$ cat src/rtl/machine_event_fifo.sv
// Captures a {state, timestamp} record on every rising edge of F into a small
// show-ahead FIFO, with a saturating event counter and a sticky overflow flag.
module machine_event_fifo #(
    parameter int DEPTH = 4,
    parameter int TS_W  = 8,
    parameter int CNT_W = 8
) (
    input  logic             CLK,
    input  logic             RESET,
    input  logic             F,
    input  logic [2:0]       S,
    input  logic             rd_en,
    output logic [2:0]       dout_state,
    output logic [TS_W-1:0]  dout_ts,
    output logic             empty,
    output logic             full,
    output logic             overflow,
    output logic [CNT_W-1:0] event_count
);

    localparam int AW = $clog2(DEPTH);
    localparam logic [AW:0] OCC_FULL = (AW+1)'(DEPTH);

    logic             f_q;
    logic [TS_W-1:0]  ts_cnt;
    logic [AW-1:0]    wr_ptr;
    logic [AW-1:0]    rd_ptr;
    logic [AW:0]      occupancy;
    logic             overflow_q;
    logic [CNT_W-1:0] event_count_q;

    logic [2:0]       mem_state [DEPTH];
    logic [TS_W-1:0]  mem_ts    [DEPTH];

    logic event_det;
    logic rd_ok;
    logic wr_ok;
    logic drop;

    assign empty     = (occupancy == '0);
    assign full      = (occupancy == OCC_FULL);
    assign event_det = F & ~f_q;
    assign rd_ok     = rd_en & ~empty;
    // A read in the same edge frees a slot, so a full FIFO still accepts the write.
    assign wr_ok     = event_det & (~full | rd_ok);
    assign drop      = event_det & ~wr_ok;

    always_ff @(posedge CLK) begin
        if (RESET) begin
            f_q           <= 1'b0;
            ts_cnt        <= '0;
            wr_ptr        <= '0;
            rd_ptr        <= '0;
            occupancy     <= '0;
            overflow_q    <= 1'b0;
            event_count_q <= '0;
        end else begin
            f_q    <= F;
            ts_cnt <= ts_cnt + TS_W'(1);
            if (wr_ok) wr_ptr <= wr_ptr + AW'(1);
            if (rd_ok) rd_ptr <= rd_ptr + AW'(1);
            case ({wr_ok, rd_ok})
                2'b10:   occupancy <= occupancy + (AW+1)'(1);
                2'b01:   occupancy <= occupancy - (AW+1)'(1);
                default: occupancy <= occupancy;
            endcase
            if (drop) overflow_q <= 1'b1;
            if (event_det && (event_count_q != '1))
                event_count_q <= event_count_q + CNT_W'(1);
        end
    end

    // Storage is intentionally not reset; empty gates the outputs instead.
    always_ff @(posedge CLK) begin
        if (!RESET && wr_ok) begin
            mem_state[wr_ptr] <= S;
            mem_ts[wr_ptr]    <= ts_cnt;
        end
    end

    assign dout_state  = empty ? 3'b000 : mem_state[rd_ptr];
    assign dout_ts     = empty ? '0 : mem_ts[rd_ptr];
    assign overflow    = overflow_q;
    assign event_count = event_count_q;

endmodule

$ cat config.mk
export PLATFORM = sky130hd
export DESIGN_NAME = machine_event_fifo
export DESIGN_NICKNAME = d
export VERILOG_FILES = /design/src/rtl/machine_event_fifo.sv
export SDC_FILE = /design/constraint.sdc
export NUM_CORES = 1
export LEC_CHECK = 0
export CAP_MARGIN = 20
export CORE_MARGIN = 2
export CORE_UTILIZATION = 45
export CTS_BUF_LIST = sky130_fd_sc_hd__clkbuf_4 sky130_fd_sc_hd__clkbuf_8
export CTS_CLUSTER_DIAMETER = 200
export CTS_CLUSTER_SIZE = 20
export DETAILED_ROUTE_END_ITERATION = 6
export PLACE_DENSITY = 0.71
export SLEW_MARGIN = 5
export SYNTH_ARGS = -nofsm -noshare
export SYNTH_HDL_FRONTEND = slang
export SYNTH_SLANG_ARGS = --single-unit
export TNS_END_PERCENT = 100
$ cat constraint.sdc
create_clock -name CLK -period 2.69 [get_ports CLK]
set_input_delay 0.538 -clock CLK [delete_from_list [all_inputs] [get_ports CLK]]
set_output_delay 0.538 -clock CLK [all_outputs]
set_load 0.01 [all_outputs]
# After elaboration in Yosys (flattened, before gate mapping)
# Memories as Yosys holds them, arrays and structs flattened. A register that Yosys moved wholly into a read port is not among the register bits.
# Index checks and enable logic that the tools add are counted.
# classes
n_addsub	6
n_eq_ne	4
n_mux	9
n_lt_le_gt_ge	0
n_shift	0
bitwise_logic	9
div	0
mul	0
n_reduce_logical	5
# op_table
cell	count
$add A8 B1 Y8 const B	2
$mux W2	4
$mux W8	1
$ne A8 B8 Y1 const B	1
$pmux W3 S2	1
$add A2 B1 Y2 const B	2
$and A1 B1 Y1	4
$not A1 Y1	4
$add A3 B1 Y3 const B	1
$eq A3 B3 Y1 const B	1
$logic_not A3 Y1	1
$mux W3	1
$sub A3 B1 Y3 const B	1
$eq A2 B1 Y1 const B	1
$eq A2 B2 Y1 const B	1
$logic_and A1 B1 Y1	2
$mux W1	2
$reduce_bool A2 Y1	1
$logic_not A1 Y1	1
$or A1 B1 Y1	1
# word_totals
ff_bits	25
mem_count	2
output_inout_bits	22
rom_bits	0
inputBits	7
mem_bits_rw	44
latchBits	0
# mem_list
memory	words	word_bits	read_ports	rd_clocked_by_memory_dff	write_ports	line	text
mem_ts	4	8	1	1	1	33	logic [TS_W-1:0] mem_ts [DEPTH];
mem_state	4	3	1	1	1	32	logic [2:0] mem_state [DEPTH];

# Logic depth before layout (Yosys ltp)
# depth
ltp_word	8
depth_mapped	7
ltp_nobuf	6

# Worst setup path before layout
# No wires, ideal clock.
# synth_path
path_kind	reg-to-reg
start	register occupancy[0]
end	register occupancy[2]
setup_slack_ps	730
setup_ps	75
n_path_buf	1
period_less_slack_ps	1960
t_required_ps	2615
path_stages_with_launch	7
arrival_ps	1886
path_cell_list	dfxtp_1 > or3_4 > clkbuf_1 > nand3_1 > fa_1 > or4_1 > a31oi_1
# synth_via
elab_chain_cells	7
word_cells_on_any_way	13
classes_between	add/sub: 2; eq/ne: 3; mux: 1; bitwise: 5; reduce/logical: 2
# synth_lines
element	line	text
start, declared	28	logic [AW:0] occupancy;
start signal, assigned	63	2'b10: occupancy <= occupancy + (AW+1)'(1);
start signal, assigned	64	2'b01: occupancy <= occupancy - (AW+1)'(1);
start signal, assigned	65	default: occupancy <= occupancy;
$logic_not A3 Y1	40	assign empty = (occupancy == '0);
$not A1 Y1	43	assign rd_ok = rd_en & ~empty;
$and A1 B1 Y1	43	
$or A1 B1 Y1	45	assign wr_ok = event_det & (~full | rd_ok);
$and A1 B1 Y1	45	
$eq A2 B1 Y1 or $eq A2 B2 Y1 (tied branches)	62	case ({wr_ok, rd_ok})
$pmux W3 S2 or $reduce_bool A2 Y1 (tied branches)	n/a	
# Parallel ways exist; a longest one is shown, timed or not.
# A chain may end at the register's enable or synchronous reset.

==> summary.md <==
| Metric | Value |
|---|---|
| Post-CTS setup buffers | `0` |
| MaxCap Viol Count | `0` |
| Final cycle utilization of the critical path | `96.7%` |
| Layout cells sized above 1 | `14.2%` |
| CP Max Fanout | `11` |
| Mapped Cells | `218` |
| CTS hold repair buffers | `0` |
| Initial Utilization | `47.1%` |
| Leakage power total | `1.28 nW` |
| Int Power | `0.00198 W` |
| Syn nets | `232` |
| Worst hold path type | `register to register` |
| Root Driver | `clkbuf_8` |
| Share of the synthesized area in the top cell type | `43.6%` |
| Share of power burned in registers | `47.5%` |
| Site row count | `29` |
| Startpoint types | `register` |
| Synthesis Warnings | `0` |
| CP required | `2.15 ns` |
| PostCTS Resize Cnt | `0` |
| Gr ovfl total | `0` |
| Async S/R FF share, synth | `0%` |
| GRT Overall Usage | `14.8%` |
| Worst-path clk slew | `0.07 ns` |
| Core area | `6420 µm²` |
| Synth-to-Final Area Change | `19.5%` |
| Worst slack, placed | `0.273 ns` |
| Number of remaining DRC errors | `0` |
| Synth Register Bits | `71` |
| RSZ-0062 raised after global routing | `no` |
| Clock sink count | `71` |
| Inserted Clock Buffers | `9` |
| Drt via density | `5.17` |
| CTS tree | `yes` |
| Synthesized area per cell | `13.9 µm²` |
| VDD IR max | `0.481 mV` |
| Final setup viols | `0` |
| Sequential area share after synthesis | `61.5%` |
| Status | `complete, no violations` |
| Mapped Area | `3030 µm²` |
| CP endpoint kind | `output port` |
| RR Endpoint | `occupancy[2]$_SDFFE_PP0P_` |
| Global-route met2 utilization | `24.3%` |
| Fmax | `385 MHz` |
| GP Congestion | `0.749` |
| Area leader, netlist | `edfxtp_1` |
| DR iter-0 viols | `55` |
| Height of the die | `86.0 µm` |
| Input/output buffers | `28` |
| Switching Fraction | `24.2%` |
| Slowest stage delay, CP | `0.56 ns` |
| Final worst slack | `0.0900 ns` |
| Routed wire length | `4.87 mm` |
| Total power | `0.00262 W` |
| Setup slack, reg-to-reg | `0.71 ns` |
| FF-to-FF Start | `occupancy[2]$_SDFFE_PP0P_` |
| Top FF cell, synth | `edfxtp_1` |
| H-Tree Depth | `3` |
| DP HPWL | `3.24 mm` |
| Hold Path Origin | `overflow$_SDFFE_PP0P_` |
| Hold_ws | `0.502 ns` |
| Post-synth EDFFs | `44` |
| Power Density | `723 nW/µm²` |
| Pins over their slew limit | `0` |
| Clock Skew | `0.00959 ns` |
| GRT busiest layer | `met2` |
| Final setup TNS | `0 ns` |
| Yosys cell types | `39` |
| First-pass GRT wire length | `8.25 mm` |
| GR Util met1 | `18.4%` |
| CP cell instances | `buf_6 > mux4_1 > and2_1 > clkdlybuf4s50_1` |
| Die Footprint | `7400 µm²` |
| Layout Cells excl Fill | `337` |
| Antenna Cells | `0` |
| Fin. Hold Viols | `0` |
| Worst slew pin tran | `0.414 ns` |
| Post-route ant nets | `0` |
| Largest net degree at the start of global routing | `30` |
| Hold Path End | `overflow$_SDFFE_PP0P_` |
| Initial antenna violation count | `0` |
| Crit Path Class | `register to output port` |
| Slew HR | `72.4%` |
| Hold Crit Depth | `2` |
| Global Route met3 Usage | `4.33%` |
| Arr. time, crit path | `2.06 ns` |
| Clock Latency Late Sink | `0.34 ns` |
| Avg WL per Cell | `14.5 µm` |
| Clk pwr share | `33.9%` |
| Placed Cells | `322` |
| Worst path slowest cell | `mux4_1` |
| Longest Clk Path Bufs | `2` |
| R2R cell count | `5` |
| I/O pins | `29` |
| Sw power | `0.000632 W` |
| Vias in the first global route | `1744` |
| DR vias | `1741` |
| Synth area leaders | `edfxtp_1 (44%), dfxtp_1 (18%), mux4_2 (6.0%)` |
| Logic pwr share | `18.6%` |
| Post-layout minimum cycle time | `2.60 ns` |
| First drt pass iteration count | `4` |
| Post-layout nets | `270` |
| Die width | `86.0 µm` |
synth_stat cells, types with 2 or more instances:
| master | count |
|---|---|
| edfxtp_1 | 44 |
| xor2_1 | 9 |
| nor2b_1 | 2 |
| nor4b_2 | 2 |
| buf_2 | 3 |
| nand3_1 | 11 |
| nor2_1 | 26 |
| nor3_1 | 5 |
| and2_1 | 16 |
| mux4_1 | 3 |
| nand4_1 | 2 |
| inv_1 | 7 |
| o211ai_1 | 2 |
| a211oi_1 | 2 |
| mux2i_1 | 5 |
| a21oi_1 | 2 |
| nand2_1 | 8 |
| dfxtp_1 | 27 |
| mux4_2 | 8 |
| buf_1 | 2 |
| ha_1 | 6 |
| buf_6 | 3 |
| xnor2_1 | 4 |
| and3_1 | 4 |
metrics by stage:
stage               utilization (%)  cell area [µm²]
finish                         56.3             3620
global route                   56.3             3620
CTS                            56.3             3610
detailed placement             53.0             3400
global placement               53.0             3400
floorplan                         -             3030
layout by cell type, fill, tap and decap left out, types with 2 or more instances in the layout:
cell / netlist / final
edfxtp_1: 44 / 44
mux2i_1: 5 / 5
dfxtp_1: 27 / 27
nor2_1: 26 / 26
o211ai_1: 2 / 2
ha_1: 6 / 6
clkdlybuf4s50_1: 0 / 28
nand4_1: 2 / 2
nand2_1: 8 / 8
mux4_2: 8 / 8
mux4_1: 3 / 3
nor2b_1: 2 / 2
inv_1: 7 / 7
buf_4: 0 / 7
xnor2_1: 4 / 4
clkbuf_8: 0 / 9
and2_1: 16 / 16
bufinv_16: 0 / 2
nor4b_2: 2 / 2
a211oi_1: 2 / 2
and3_1: 4 / 4
xor2_1: 9 / 9
nand3_1: 11 / 11
nor3_1: 5 / 5
a21oi_1: 2 / 2
area by class of cell:
class | instances | area (µm²)
Clock buffer | 9 | 124
Clock inverter | 6 | 85.1
Fill cell | 553 | 2810
Inverter | 7 | 26.3
Multi-Input combinational cell | 131 | 1080
Sequential cell | 71 | 1860
Tap cell | 77 | 96.3
Timing Repair Buffer | 36 | 344
critical path: cells and delay by family, from the launching register on:
kind / cells / cell delay (ns)
buffers and inverters: 2 / 0.66
DFF: 1 / 0.33
muxes: 1 / 0.56
and+or+nand+nor: 1 / 0.17
worst max-delay path by stage:
stage	to	slack (ns)	from
after floorplan	occupancy[2]$_SDFFE_PP0P_	0.73	occupancy[0]$_SDFFE_PP0P_
after global placement	occupancy[2]$_SDFFE_PP0P_	0.29	F
after detailed placement	occupancy[2]$_SDFFE_PP0P_	0.27	F
after CTS	dout_state[0]	0.01	register
after global routing	dout_state[0]	0.01	register
final	dout_state[0]	0.09	register
cells by family after synthesis:
kind of cell               count (synthesis)  share of synthesized area [%]
DFF                                       71                           61.5
and+or+nand+nor                           83                           14.8
buffers and inverters                     16                           2.85
xor gates and xnor gates                  13                           3.76
AOI/OAI and AO/OA                         12                           3.76
muxes                                     16                           10.2
adders and majority gates                  7                           3.14
power groups by stage:
| stage | Sequential [W] | Combinational [W] | Clock, W |
|---|---|---|---|
| after floorplan | 0.00126 | 0.000309 | 0 |
| after global placement | 0.00126 | 0.000485 | 0 |
| after detailed placement | 0.00126 | 0.000493 | 0 |
| after CTS | 0.00124 | 0.000495 | 0.000904 |
| after global routing | 0.00125 | 0.000536 | 0.000949 |
| final | 0.00124 | 0.000488 | 0.000886 |
registers in the layout (all words and copies together) (netlist names), named ones only:
| name | cells |
|---|---|
| occupancy | 3 |
| mem_ts | 32 |
| ts_cnt | 8 |
| wr_ptr | 2 |
| f_q | 1 |
| rd_ptr | 2 |
| event_count | 8 |
| mem_state | 12 |
| overflow | 1 |
routing by layer:
layer  vias to the layer above  part of all wire, %
met4                         0                  1.7
met5                         -                    0
met1                       830                   46
met3                         8                  4.1
met2                        36                   48
li1                        867                    -
(Power assumes the default switching activity.)
